===== src/rtl/mat2_pkg.sv =====
// Shared op codes and width helpers for the 2x2 signed matrix arithmetic unit.
package mat2_pkg;

    localparam logic [1:0] OP_ADD = 2'b00;
    localparam logic [1:0] OP_DET = 2'b01;
    localparam logic [1:0] OP_INV = 2'b10;
    localparam logic [1:0] OP_SUB = 2'b11;

    localparam int W_DEF = 4;

    // Products need 2W bits; one extra bit keeps their difference exact.
    function automatic int rw_width(input int w);
        return 2 * w + 1;
    endfunction

endpackage


===== src/rtl/mat2_det_core.sv =====
// Two-stage determinant shared by DET and INV: registered cross products,
// then a registered difference.
module mat2_det_core
    import mat2_pkg::*;
#(
    parameter int W = W_DEF,
    localparam int RW = rw_width(W),
    localparam int PW = 2 * W
) (
    input  logic          clk,
    input  logic          rst_n,
    input  logic          en1,
    input  logic          en2,
    input  logic [W-1:0]  a11,
    input  logic [W-1:0]  a12,
    input  logic [W-1:0]  a21,
    input  logic [W-1:0]  a22,
    output logic [RW-1:0] det
);

    logic signed [PW-1:0] p_main;
    logic signed [PW-1:0] p_anti;

    always_ff @(posedge clk or negedge rst_n) begin
        if (!rst_n) begin
            p_main <= '0;
            p_anti <= '0;
        end else if (en1) begin
            p_main <= PW'($signed(a11)) * PW'($signed(a22));
            p_anti <= PW'($signed(a12)) * PW'($signed(a21));
        end
    end

    always_ff @(posedge clk or negedge rst_n) begin
        if (!rst_n) begin
            det <= '0;
        end else if (en2) begin
            det <= RW'(p_main) - RW'(p_anti);
        end
    end

endmodule


===== src/rtl/mat2_arith_unit.sv =====
// Pipelined 2x2 signed matrix add / determinant / scaled-inverse unit.
// Define MAT2_SUB_EN to make op 11 an element-wise subtract; otherwise op 11 reports err.
module mat2_arith_unit
    import mat2_pkg::*;
#(
    parameter int W = W_DEF,
    localparam int RW = rw_width(W)
) (
    input  logic          clk,
    input  logic          rst_n,
    input  logic          in_valid,
    input  logic [1:0]    op,
    input  logic [W-1:0]  a11,
    input  logic [W-1:0]  a12,
    input  logic [W-1:0]  a21,
    input  logic [W-1:0]  a22,
    input  logic [W-1:0]  b11,
    input  logic [W-1:0]  b12,
    input  logic [W-1:0]  b21,
    input  logic [W-1:0]  b22,
    output logic          out_valid,
    output logic [RW-1:0] r11,
    output logic [RW-1:0] r12,
    output logic [RW-1:0] r21,
    output logic [RW-1:0] r22,
    output logic [RW-1:0] det,
    output logic          singular,
    output logic          err
);

    logic signed [RW-1:0] ea [4];
    logic signed [RW-1:0] eb [4];
    logic signed [RW-1:0] sum1 [4];
    logic signed [RW-1:0] adj1 [4];
`ifdef MAT2_SUB_EN
    logic signed [RW-1:0] diff1 [4];
`endif
    logic signed [RW-1:0] cand_sel [4];
    logic signed [RW-1:0] cand2 [4];
    logic signed [RW-1:0] res_n [4];
    logic [RW-1:0]        det_full;
    logic [RW-1:0]        det_n;
    logic                 sing_n;
    logic                 err_n;
    logic                 v1, v2;
    logic [1:0]           op1, op2;

    assign ea[0] = RW'($signed(a11));
    assign ea[1] = RW'($signed(a12));
    assign ea[2] = RW'($signed(a21));
    assign ea[3] = RW'($signed(a22));
    assign eb[0] = RW'($signed(b11));
    assign eb[1] = RW'($signed(b12));
    assign eb[2] = RW'($signed(b21));
    assign eb[3] = RW'($signed(b22));

    // Widening before negation keeps -(-2^(W-1)) exact.
    always_ff @(posedge clk or negedge rst_n) begin
        if (!rst_n) begin
            v1  <= 1'b0;
            op1 <= OP_ADD;
            for (int i = 0; i < 4; i++) begin
                sum1[i] <= '0;
                adj1[i] <= '0;
`ifdef MAT2_SUB_EN
                diff1[i] <= '0;
`endif
            end
        end else begin
            v1 <= in_valid;
            if (in_valid) begin
                op1 <= op;
                for (int i = 0; i < 4; i++) begin
                    sum1[i] <= ea[i] + eb[i];
`ifdef MAT2_SUB_EN
                    diff1[i] <= ea[i] - eb[i];
`endif
                end
                adj1[0] <= ea[3];
                adj1[1] <= -ea[1];
                adj1[2] <= -ea[2];
                adj1[3] <= ea[0];
            end
        end
    end

    mat2_det_core #(.W(W)) u_det (
        .clk  (clk),
        .rst_n(rst_n),
        .en1  (in_valid),
        .en2  (v1),
        .a11  (a11),
        .a12  (a12),
        .a21  (a21),
        .a22  (a22),
        .det  (det_full)
    );

    always_comb begin
        cand_sel = '{default: '0};
        case (op1)
            OP_ADD:  cand_sel = sum1;
            OP_INV:  cand_sel = adj1;
`ifdef MAT2_SUB_EN
            OP_SUB:  cand_sel = diff1;
`endif
            default: cand_sel = '{default: '0};
        endcase
    end

    always_ff @(posedge clk or negedge rst_n) begin
        if (!rst_n) begin
            v2    <= 1'b0;
            op2   <= OP_ADD;
            cand2 <= '{default: '0};
        end else begin
            v2 <= v1;
            if (v1) begin
                op2   <= op1;
                cand2 <= cand_sel;
            end
        end
    end

    // The singular test needs the finished determinant, so it lands in the output stage.
    always_comb begin
        res_n  = '{default: '0};
        det_n  = '0;
        sing_n = 1'b0;
        err_n  = 1'b0;
        case (op2)
            OP_ADD: res_n = cand2;
            OP_DET: det_n = det_full;
            OP_INV: begin
                det_n = det_full;
                if (det_full == '0) begin
                    sing_n = 1'b1;
                end else begin
                    res_n = cand2;
                end
            end
            OP_SUB: begin
`ifdef MAT2_SUB_EN
                res_n = cand2;
`else
                err_n = 1'b1;
`endif
            end
        endcase
    end

    always_ff @(posedge clk or negedge rst_n) begin
        if (!rst_n) begin
            out_valid <= 1'b0;
            r11       <= '0;
            r12       <= '0;
            r21       <= '0;
            r22       <= '0;
            det       <= '0;
            singular  <= 1'b0;
            err       <= 1'b0;
        end else begin
            out_valid <= v2;
            if (v2) begin
                r11      <= res_n[0];
                r12      <= res_n[1];
                r21      <= res_n[2];
                r22      <= res_n[3];
                det      <= det_n;
                singular <= sing_n;
                err      <= err_n;
            end
        end
    end

endmodule


===== config.mk =====
export PLATFORM = sky130hd
export DESIGN_NAME = mat2_arith_unit
export DESIGN_NICKNAME = d
export VERILOG_FILES = /design/src/rtl/mat2_pkg.sv /design/src/rtl/mat2_det_core.sv /design/src/rtl/mat2_arith_unit.sv
export SDC_FILE = /design/constraint.sdc
export NUM_CORES = 1
export LEC_CHECK = 0
export ABC_AREA = 1
export CAP_MARGIN = 25
export CORE_AREA = 2 2 137 139
export CTS_CLUSTER_SIZE = 30
export DETAILED_ROUTE_END_ITERATION = 8
export DIE_AREA = 0 0 139 141
export PLACE_DENSITY = 0.65
export SETUP_SLACK_MARGIN = 0.05
export SKIP_LAST_GASP = 1
export SYNTH_ARGS = -nofsm -noshare
export SYNTH_HDL_FRONTEND = slang
export SYNTH_SLANG_ARGS = --single-unit

===== constraint.sdc =====
create_clock -name clk -period 1.7 [get_ports clk]
set_input_delay 0.51 -clock clk [delete_from_list [all_inputs] [get_ports clk]]
set_output_delay 0.51 -clock clk [all_outputs]
set_load 0.02 [all_outputs]

==> flow_summary.ini <==
[drt]
drc_errors = 0
drt_wl_total_um = 18400
drt-pass1-iter-count = 6
avgRoutedWirePerCell_um = 13.17
ant_nets = 0
vias = 6671
drt_iter0_drc = 360
via_per_inst = 4.775

[global_route]
grt_usage_pct = 19.76
grt_pass1_vias = 6383
grt_overflow = 0
antenna_found_initial = 0
grt_max_degree = 46
grt_pass1_wl_um = 31230

[timing]
worstMarginPinSlew_ns = 0.4708
drv_slew = 0
relSlewSlack_pct = 68.62
grt_setup_unrepaired = yes
clock_skew_ns = 0.008372
fmax_mhz = 321.4
setup_viol = 10
finalHoldViolations = 0
post-route-min-period_ns = 3.112
finalCritPeriodShare_pct = 183.0
hold_ws_ns = 0.4434
fin_ws_ns = -1.412

[yosys]
synth.yosys.warnings = 0
async_flop_share_pct = 100.0
syn-num-nets = 1128
synth_most_common_cell = nand2_1
synth_area_leaders = dfrtp_1 44%, nand2_1 17%, ha_1 8.9%
synthTopCellsByCount = 368 x nand2_1, 152 x inv_1, 140 x dfrtp_1
synth_largest_area_cell = dfrtp_1
synth-seq-area-share_pct = 43.64
yosys_register_bits = 140
synth.avg_cell_area_um2 = 7.940
synth_edf_count = 0
yosysTopAreaCellShare_pct = 43.64
ys_types = 25
yosys_most_used_dff = dfrtp_1
synth_area_um2 = 8028
synth_cells = 1011

[final_layout]
layout-drive-gt1-share_pct = 18.92
fill_cells = 1698
n_antenna_cell = 0
area_growth_pct = 30.39
nets = 1267
final_util_pct = 57.30
final_cell_area_um2 = 10470

[setup_path]
startpoint_type = primary input
worst-setup-path-type = primary input to register
path_buf_inv = 5
cp_max_fo = 2
end_kind = register
worst_path_max_delay_cell = fa_2
max_stage_delay_ns = 0.57
crit_chain = buf_12 > inv_12 > or2_4 > fa_1 > fa_1 > inv_2 > fa_2 > ha_4 > inv_2 > fa_2 > inv_2 > nand3_2 > nand3_2 > nand2_1 > nand2_1 > nand2_1 > nand2_1 > nand2_1
arrival_ns = 3.43
cp_common_cell = nand2_1
crit_family = adder cells
critical_path_required_ns = 2.02

[power]
finalPower_mw = 11.88
ir_drop_mv = 0.8123
leakagePower_nw = 5.714
powerDensity_nw_per_um2 = 1135

[clock_tree]
clk_path_buf_depth = 2
cts_root_buffer = clkbuf_16
clk_latency_ns = 0.43
cts-htree-levels = 4
cts_sinks = 140
cts_tree = done
cts_inserted_buffers = 17
path_clk_slew_ns = 0.06

[die]
die_area_um2 = 19600
die_h_um = 141
die_x_um = 139
core_um2 = 18270
rows = 50
initial_core_util_pct = 43.95
io_pins = 85

[run]
drv_cap = 0

[placed_design]
post-place-ws_ns = -2.426
globalplace.congestion = 0.8592
place_hpwl_um = 13700
post_dp_cell_area_um2 = 9592
io_buffers = 84

[status]
status = complete, but fails checks
violations = negative setup slack

[hold_path]
min_path_type = primary input to register
## per-layer routing
layer  global-route usage (%)  vias up  share of wire [%]
met4                    5.688        0                1.5
met5                        0        -                  0
met2                    30.39      166                 44
li1                         -     3399                  -
met1                    28.52     3084                 49
met3                    4.042       22                5.0
## placed cells by master, fill, tap and decap left out, types with 3 or more instances in the layout
cell type	Yosys	routed
a21oi_1	31	28
a21oi_2	0	3
a31oi_1	12	12
buf_12	0	6
buf_2	18	12
buf_4	11	65
buf_6	2	13
bufinv_16	0	5
clkbuf_1	12	3
clkbuf_16	0	17
clkbuf_2	0	11
clkdlybuf4s15_1	0	33
clkdlybuf4s50_1	0	14
clkinvlp_4	0	3
dfrtp_1	140	138
dlygate4sd2_1	0	6
fa_1	23	15
fa_2	0	8
ha_1	57	42
ha_2	0	4
ha_4	0	11
inv_1	152	139
inv_2	3	13
nand2_1	368	357
nand2_2	8	17
nand2_4	1	3
nand3_1	52	42
nand3_2	0	10
nand4_1	3	3
nor2_1	41	40
o21ai_0	54	45
o21ai_1	0	9
o22ai_1	9	9
or2_2	7	5
## area by class of cell
cell class              instances  area [um^2]  share of cell area, %
clock buffers                  22        464.2                  4.435
clock inverters                10        187.7                  1.793
inverters                     155        614.3                  5.869
multi-input cells             673         3976                  37.99
flip-flops and latches        140         3506                  33.49
well taps                     234        292.8                  2.797
repair buffers                163         1426                  13.63
## final timing paths
path,start,endpoint,slack (ns),cells past startpoint
worst min-delay path,a11[0],adj1[0],0.44,4
worst min register to register,det[3],det[3],0.48,2
worst max-delay path,a22[3],u_det.p_main[7],-1.41,18
min in group asynchronous,rst_n,r11[3],0.53,2
max in group asynchronous,rst_n,sum1[16],0.63,3
worst max register to register,u_det.p_anti[0],u_det.det[8],0.12,10
## sequential cells by signal (all words and copies together) (netlist names)
name / flops
cand2: 26
adj1: 24
sum1: 20
det: 9
r21: 9
u_det.det: 9
r12: 8
u_det.p_anti: 8
u_det.p_main: 8
r11: 5
r22: 5
op1: 2
op2: 2
err: 1
out_valid: 1
singular: 1
v1: 1
v2: 1
## logic make-up after synthesis
logic type | share of synthesized area, %
XOR/XNOR | 0.2182
AO/OA/AOI/OAI | 6.936
AND/OR/NAND/NOR | 24.35
buffers and inverters | 10.24
flip-flops | 43.64
adder cells (fa/ha/maj) | 14.62
## worst register-to-register path, cell delays in order (launching register included)
cell,delay [ns]
dfrtp_1,0.40
ha_2,0.19
fa_2,0.33
inv_2,0.07
nand3_2,0.06
nand2_2,0.11
nand2_2,0.06
nand3_1,0.06
nand2_1,0.07
nand2_1,0.06
nand2_1,0.06
## through the flow
stage	cells	TNS [ns]
5_1_grt	1397	-11.75
4_1_cts	1393	-11.52
2_1_floorplan	1011	-12.85
3_5_place_dp	1353	-34.53
6_report	1397	-10.93
3_3_place_gp	1353	-33.97
## power breakdown
| part | internal [mW] | total [mW] | switching (mW) |
|---|---|---|---|
| sequential | 3.91 | 4.27 | 0.361 |
| clock | 2.68 | 4.06 | 1.38 |
| combinational | 1.50 | 3.55 | 2.05 |
| total | 8.09 | 11.9 | 3.79 |
## what timing repair did
item	in CTS	in global routing
resized for setup	154	87
buffers inserted	7	5
hold endpoints to repair	22	0
pin swaps	32	28
hold buffers	1	0
endpoints found under the setup margin	78	62
(Power assumes the default switching activity.)
